**config.mk**
```make
export PLATFORM = sky130hd
export DESIGN_NAME = mode_scheduler
export DESIGN_NICKNAME = d
export VERILOG_FILES = /design/src/rtl/mode_scheduler.sv
export SDC_FILE = /design/constraint.sdc
export NUM_CORES = 1
export LEC_CHECK = 0
export ABC_CLOCK_PERIOD_IN_PS = 2190
export CAP_MARGIN = 25
export CORE_ASPECT_RATIO = 1.4
export CORE_MARGIN = 2
export CORE_UTILIZATION = 45
export CTS_CLUSTER_DIAMETER = 120
export DETAILED_ROUTE_END_ITERATION = 10
export GPL_ROUTABILITY_DRIVEN = 0
export PLACE_DENSITY = 0.84
export REMOVE_ABC_BUFFERS = 1
export SLEW_MARGIN = 30
export SYNTH_ARGS = -nofsm -noshare
export SYNTH_HDL_FRONTEND = slang
export SYNTH_SLANG_ARGS = --single-unit
```
**constraint.sdc**
```tcl
create_clock -name clk -period 2.19 [get_ports clk]
set_input_delay 0.5475 -clock clk [delete_from_list [all_inputs] [get_ports clk]]
set_output_delay 0.5475 -clock clk [all_outputs]
set_load 0.01 [all_outputs]
```
**src/rtl/mode_scheduler.sv**
```systemverilog
`default_nettype none
// ============================================================================
// Module      : mode_scheduler
// Description : Grants one traffic-light mode at a time, confirms the handoff
//               through its feedback handshake, and muxes its light out.
// Revision    : 1.0 - initial release
// ============================================================================
module mode_scheduler #(
    parameter int ACK_TIMEOUT = 8
) (
    input  logic       clk,
    input  logic       rst,
    input  logic [2:0] req,
    input  logic [2:0] feedback,
    input  logic [5:0] mode_light,
    output logic [2:0] enb,
    output logic [1:0] last_state,
    output logic [1:0] light,
    output logic [1:0] active_mode,
    output logic       fault
);

    localparam int              CW          = $clog2(ACK_TIMEOUT + 1);
    localparam logic [CW-1:0]   c_timeout   = CW'(ACK_TIMEOUT);
    localparam logic [CW-1:0]   c_cnt_one   = CW'(1);

    localparam logic [1:0]      c_st_idle    = 2'd0;
    localparam logic [1:0]      c_st_grant   = 2'd1;
    localparam logic [1:0]      c_st_run     = 2'd2;
    localparam logic [1:0]      c_st_release = 2'd3;

    localparam logic [1:0]      c_mode_auto   = 2'b00;
    localparam logic [1:0]      c_mode_manual = 2'b01;
    localparam logic [1:0]      c_mode_online = 2'b10;
    localparam logic [1:0]      c_mode_none   = 2'b11;

    logic [1:0]    r_state;
    logic [1:0]    w_next_state;
    logic [1:0]    r_sel;
    logic [CW-1:0] r_cnt;
    logic [1:0]    r_light;
    logic [1:0]    r_last_state;
    logic          r_fault;
    logic [2:0]    r_dead;

    logic [2:0]    w_eligible;
    logic [1:0]    w_winner;
    logic [2:0]    w_sel_onehot;
    logic [1:0]    w_sel_light;
    logic          w_sel_fb;
    logic          w_take_grant;
    logic          w_track_light;
    logic          w_capture;
    logic          w_set_fault;
    logic          w_mark_dead;

    assign light      = r_light;
    assign last_state = r_last_state;
    assign fault      = r_fault;

    // Fixed priority: online > manual > auto, dead modes excluded
    always_comb begin
        w_eligible = req & ~r_dead;
        w_winner   = c_mode_none;
        if (w_eligible[2])      w_winner = c_mode_online;
        else if (w_eligible[1]) w_winner = c_mode_manual;
        else if (w_eligible[0]) w_winner = c_mode_auto;
    end

    always_comb begin
        w_sel_onehot = 3'b000;
        w_sel_light  = 2'b00;
        case (r_sel)
            c_mode_auto: begin
                w_sel_onehot = 3'b001;
                w_sel_light  = mode_light[1:0];
            end
            c_mode_manual: begin
                w_sel_onehot = 3'b010;
                w_sel_light  = mode_light[3:2];
            end
            c_mode_online: begin
                w_sel_onehot = 3'b100;
                w_sel_light  = mode_light[5:4];
            end
            default: begin
                w_sel_onehot = 3'b000;
                w_sel_light  = 2'b00;
            end
        endcase
        w_sel_fb = |(feedback & w_sel_onehot);
    end

    always_ff @(posedge clk) begin
        if (rst) r_state <= c_st_idle;
        else     r_state <= w_next_state;
    end

    always_comb begin
        w_next_state  = r_state;
        enb           = 3'b000;
        active_mode   = c_mode_none;
        w_take_grant  = 1'b0;
        w_track_light = 1'b0;
        w_capture     = 1'b0;
        w_set_fault   = 1'b0;
        w_mark_dead   = 1'b0;
        case (r_state)
            c_st_idle: begin
                if (|w_eligible) begin
                    w_next_state = c_st_grant;
                    w_take_grant = 1'b1;
                end
            end
            c_st_grant: begin
                enb = w_sel_onehot;
                // Acknowledge wins over a timeout landing in the same cycle
                if (w_sel_fb) begin
                    w_next_state  = c_st_run;
                    w_track_light = 1'b1;
                end else if (r_cnt == c_timeout) begin
                    w_next_state = c_st_idle;
                    w_set_fault  = 1'b1;
                    w_mark_dead  = 1'b1;
                end
            end
            c_st_run: begin
                enb         = w_sel_onehot;
                active_mode = r_sel;
                if (w_winner != r_sel) begin
                    w_next_state = c_st_release;
                    w_capture    = 1'b1;
                end else begin
                    w_track_light = 1'b1;
                end
            end
            default: begin
                if (!w_sel_fb) begin
                    w_next_state = c_st_idle;
                end else if (r_cnt == c_timeout) begin
                    w_next_state = c_st_idle;
                    w_set_fault  = 1'b1;
                end
            end
        endcase
    end

    always_ff @(posedge clk) begin
        if (rst) begin
            r_sel        <= c_mode_none;
            r_cnt        <= '0;
            r_light      <= 2'b00;
            r_last_state <= 2'b00;
            r_fault      <= 1'b0;
            r_dead       <= 3'b000;
        end else begin
            if (w_take_grant) r_sel <= w_winner;
            // Counter restarts on every state change and saturates at the limit
            if (w_next_state != r_state)  r_cnt <= '0;
            else if (r_cnt != c_timeout)  r_cnt <= r_cnt + c_cnt_one;
            if (w_track_light) r_light      <= w_sel_light;
            if (w_capture)     r_last_state <= r_light;
            if (w_set_fault)   r_fault      <= 1'b1;
            if (w_mark_dead)   r_dead       <= r_dead | w_sel_onehot;
        end
    end

endmodule
`default_nettype wire

```
==> flow_summary.yaml <==
outcome:
  status: "finished, final reports clean"
logic_synthesis:
  ys_types: 38
  synth-seq-cells: 16
  synthSimpleGateAreaFrac_pct: 27.3
  yosys-mux-area-fraction_pct: 4.77
  yosysWarnings: 0
  synth_top_family_by_area: "simple AND/OR/NAND/NOR gates"
  synth-main-ff-cell: "dfxtp_1"
  synth_fa_ha_area_share_pct: 8.34
  synth_edf_count: 0
  synthCells: 131
  synth_xor_area_share_pct: 2.50
  async_reset_ff_share_pct: 0
  yosysSeqAreaShare_pct: 30.5
  syn_area_mm2: 0.00105
  syn_avg_cell_area_um2: 8.01
  synth_compound_area_share_pct: 21.5
critical_path:
  cp-end-kind: "flip-flop"
  crit_arrival_ns: 2.40
  worstSetupStartpoint: "req[1]"
  reg2reg_from: "r_state[0]$_SDFF_PP0_"
  critPathKind: "primary input to flip-flop"
  worstPathMaxFanout: 4
  cp.required_ns: 2.42
  cp-start-kind: "primary input"
power:
  ir_drop_v: 0.000411
  pwr-share-clk_pct: 15.9
  combPwrFrac_pct: 47.0
  p_total_mw: 0.977
  swShare_pct: 37.7
  p_leak_nw: 0.622
  power_density_mw_per_mm2: 681
  seqPwrFrac_pct: 37.1
  p_int_mw: 0.608
  p_switching_mw: 0.368
sta:
  slew_violations: 0
  fin_crit_ns: 2.18
  fin_skew_ns: 0.00621
  max_freq_mhz: 460
  hold_ws_ns: 0.489
  setup_viol: 0
  hold_violations: 0
  slew_headroom_pct: 71.3
  finalCritPeriodShare_pct: 99.4
  worstMarginPinSlew_ns: 0.428
placed_design:
  hpwl_mm: 1.99
  port_buffers: 23
  dp.cells: 184
  place_area_mm2: 0.00137
die:
  fp.dieW_um: 44.8
  rows: 20
  dieArea_mm2: 0.00274
  core_area_mm2: 0.00220
  die_h_um: 61.2
  boundaryPins: 24
  start_util_pct: 47.7
clocking:
  cts_root_buf: "clkbuf_4"
  ctsHoldBuffers: 0
  cts_tree: "yes"
  cts_buffer_depth: 2
  post_cts_buffers: 0
  clock_latency_ns: 0.29
  cts.sinks: 16
  cts.clk_slew.worst_paths_ns: 0.09
  cts_buffers: 3
  htree_levels: 1
finish:
  n_antenna_cell: 0
  drive_above_1_share_pct: 17.0
  fin_util_pct: 65.2
  areaGrowthSynthToFinish_pct: 36.7
  fin_cells: 187
  design_area_mm2: 0.00144
  final_net_count: 188
  fillers: 183
drt:
  detail_route.wl_per_cell_um: 13.8
  ant_nets: 0
  first_pass_iters: 5
  avgViaCountPerCell: 5.79
  via_count: 1082
  drt_iter0_markers: 35
  drc: 0
  wl_mm: 2.59
flow_run:
  drv_cap: 0
global_routing:
  grt_pass1_wl_mm: 4.12
  grt_pass1_vias: 1000
  grtUsageTotal_pct: 20.2
  grt_max_degree: 13
  grt_antenna_before_repair: 0
  overflow: 0
hold_path:
  holdCritStartpoint: "r_dead[2]$_SDFFE_PP0P_"
  hold_path.class: "flip-flop to flip-flop"
-- final cells by class --
cell class | count | area, µm² | share of cell area, %
clock buffer | 3 | 22.5 | 1.57
inverter | 8 | 30.0 | 2.09
multi-input combinational | 103 | 716 | 49.9
sequential | 16 | 323 | 22.5
tap | 22 | 27.5 | 1.92
timing repair buffer | 35 | 317 | 22.1
-- cell usage in the layout, fill, tap and decap left out, types with 2 or more instances in the layout --
master           synthesis  final
dfxtp_1                 16     14
dfxtp_2                  0      2
nor2_1                  15     15
a21oi_1                 13     12
clkdlybuf4s50_1          0     20
nand2_1                 12     12
nor3_1                   8      8
o21ai_0                  5      5
ha_1                     7      5
a31oi_1                  3      3
nor2b_2                  1      2
nand2b_1                 2      2
dlygate4sd2_1            0      3
buf_4                    0     12
clkbuf_4                 0      3
nand3b_1                 2      2
and3_1                   4      4
inv_1                    8      8
mux2i_1                  5      5
nand3_1                  3      3
xor2_1                   2      2
o211ai_1                 2      2
ha_4                     0      2
-- cell usage after synthesis (2+ instances only) --
| library cell | count | area, µm² |
|---|---|---|
| dfxtp_1 | 16 | 320 |
| nor2_1 | 15 | 56.3 |
| a21oi_1 | 13 | 65.1 |
| nand2_1 | 12 | 45.0 |
| inv_1 | 8 | 30.0 |
| nor3_1 | 8 | 40.0 |
| ha_1 | 7 | 87.6 |
| mux2i_1 | 5 | 50.1 |
| o21ai_0 | 5 | 25.0 |
| and3_1 | 4 | 25.0 |
| a31oi_1 | 3 | 18.8 |
| nand3_1 | 3 | 15.0 |
| clkbuf_1 | 2 | 7.51 |
| nand2b_1 | 2 | 12.5 |
| nand3b_1 | 2 | 15.0 |
| nor2b_1 | 2 | 12.5 |
| o211ai_1 | 2 | 15.0 |
| xor2_1 | 2 | 17.5 |
-- per-layer routing --
metal | track usage [%] | vias to the layer above | part of all wire [%]
li1 | - | 542 | -
met1 | 20.4 | 502 | 41
met2 | 40.6 | 32 | 53
met3 | 1.76 | 6 | 3.9
met4 | 8.82 | 0 | 1.7
met5 | 0 | - | 0
-- kinds of logic (layout without fill, tap and decap cells) --
| group | count (synthesis) | after routing |
|---|---|---|
| XOR/XNOR | 3 | 3 |
| adder cells (fa/ha/maj) | 7 | 7 |
| AO/OA/AOI/OAI | 34 | 34 |
| buffers and inverters | 12 | 46 |
| AND/OR/NAND/NOR | 54 | 54 |
| flip-flops | 16 | 16 |
| multiplexers | 5 | 5 |
-- per-stage QoR --
| stage | setup TNS, ns | setup slack [ns] |
|---|---|---|
| floorplan | 0 | 0.202 |
| global placement | -1.41 | -0.270 |
| detailed placement | -1.76 | -0.321 |
| CTS | 0 | 0.00905 |
| global route | -0.00106 | -0.00106 |
| finish | 0 | 0.0139 |
-- final timing paths --
path / cells past startpoint / to / slack, ns
max reg2reg: 8 / r_cnt[0]$_SDFFE_PP0N_ / 0.22
min reg2reg: 2 / r_dead[2]$_SDFFE_PP0P_ / 0.49
max: 7 / r_cnt[0]$_SDFFE_PP0N_ / 0.01
min: 2 / r_dead[2]$_SDFFE_PP0P_ / 0.49
-- critical path: stages --
cell and delay [ns]:
clkdlybuf4s50_1 0.41, nor2b_2 0.18, or4b_4 0.54, a41o_1 0.22
nor4_4 0.26, o31ai_4 0.13, nor2_1 0.11
-- power groups by stage --
stage               Sequential [mW]  Clock (mW)  Combinational (mW)
global route                  0.367       0.172               0.503
CTS                           0.360       0.158               0.437
floorplan                     0.369           0               0.261
finish                        0.362       0.156               0.459
global placement              0.364           0               0.403
detailed placement            0.367           0               0.418
-- state kept, by name, indices dropped and copies added (netlist names) --
| name | cells |
|---|---|
| r_cnt | 4 |
| r_dead | 3 |
| last_state | 2 |
| light | 2 |
| r_sel | 2 |
| r_state | 2 |
| fault | 1 |
-- what timing repair did --
action | CTS | global route
cloned | 0 | 0
resized for setup | 5 | 6
pin swaps | 1 | 1
endpoints found under the setup margin | 8 | 6
Note: power is estimated with default switching activity, not from simulation.
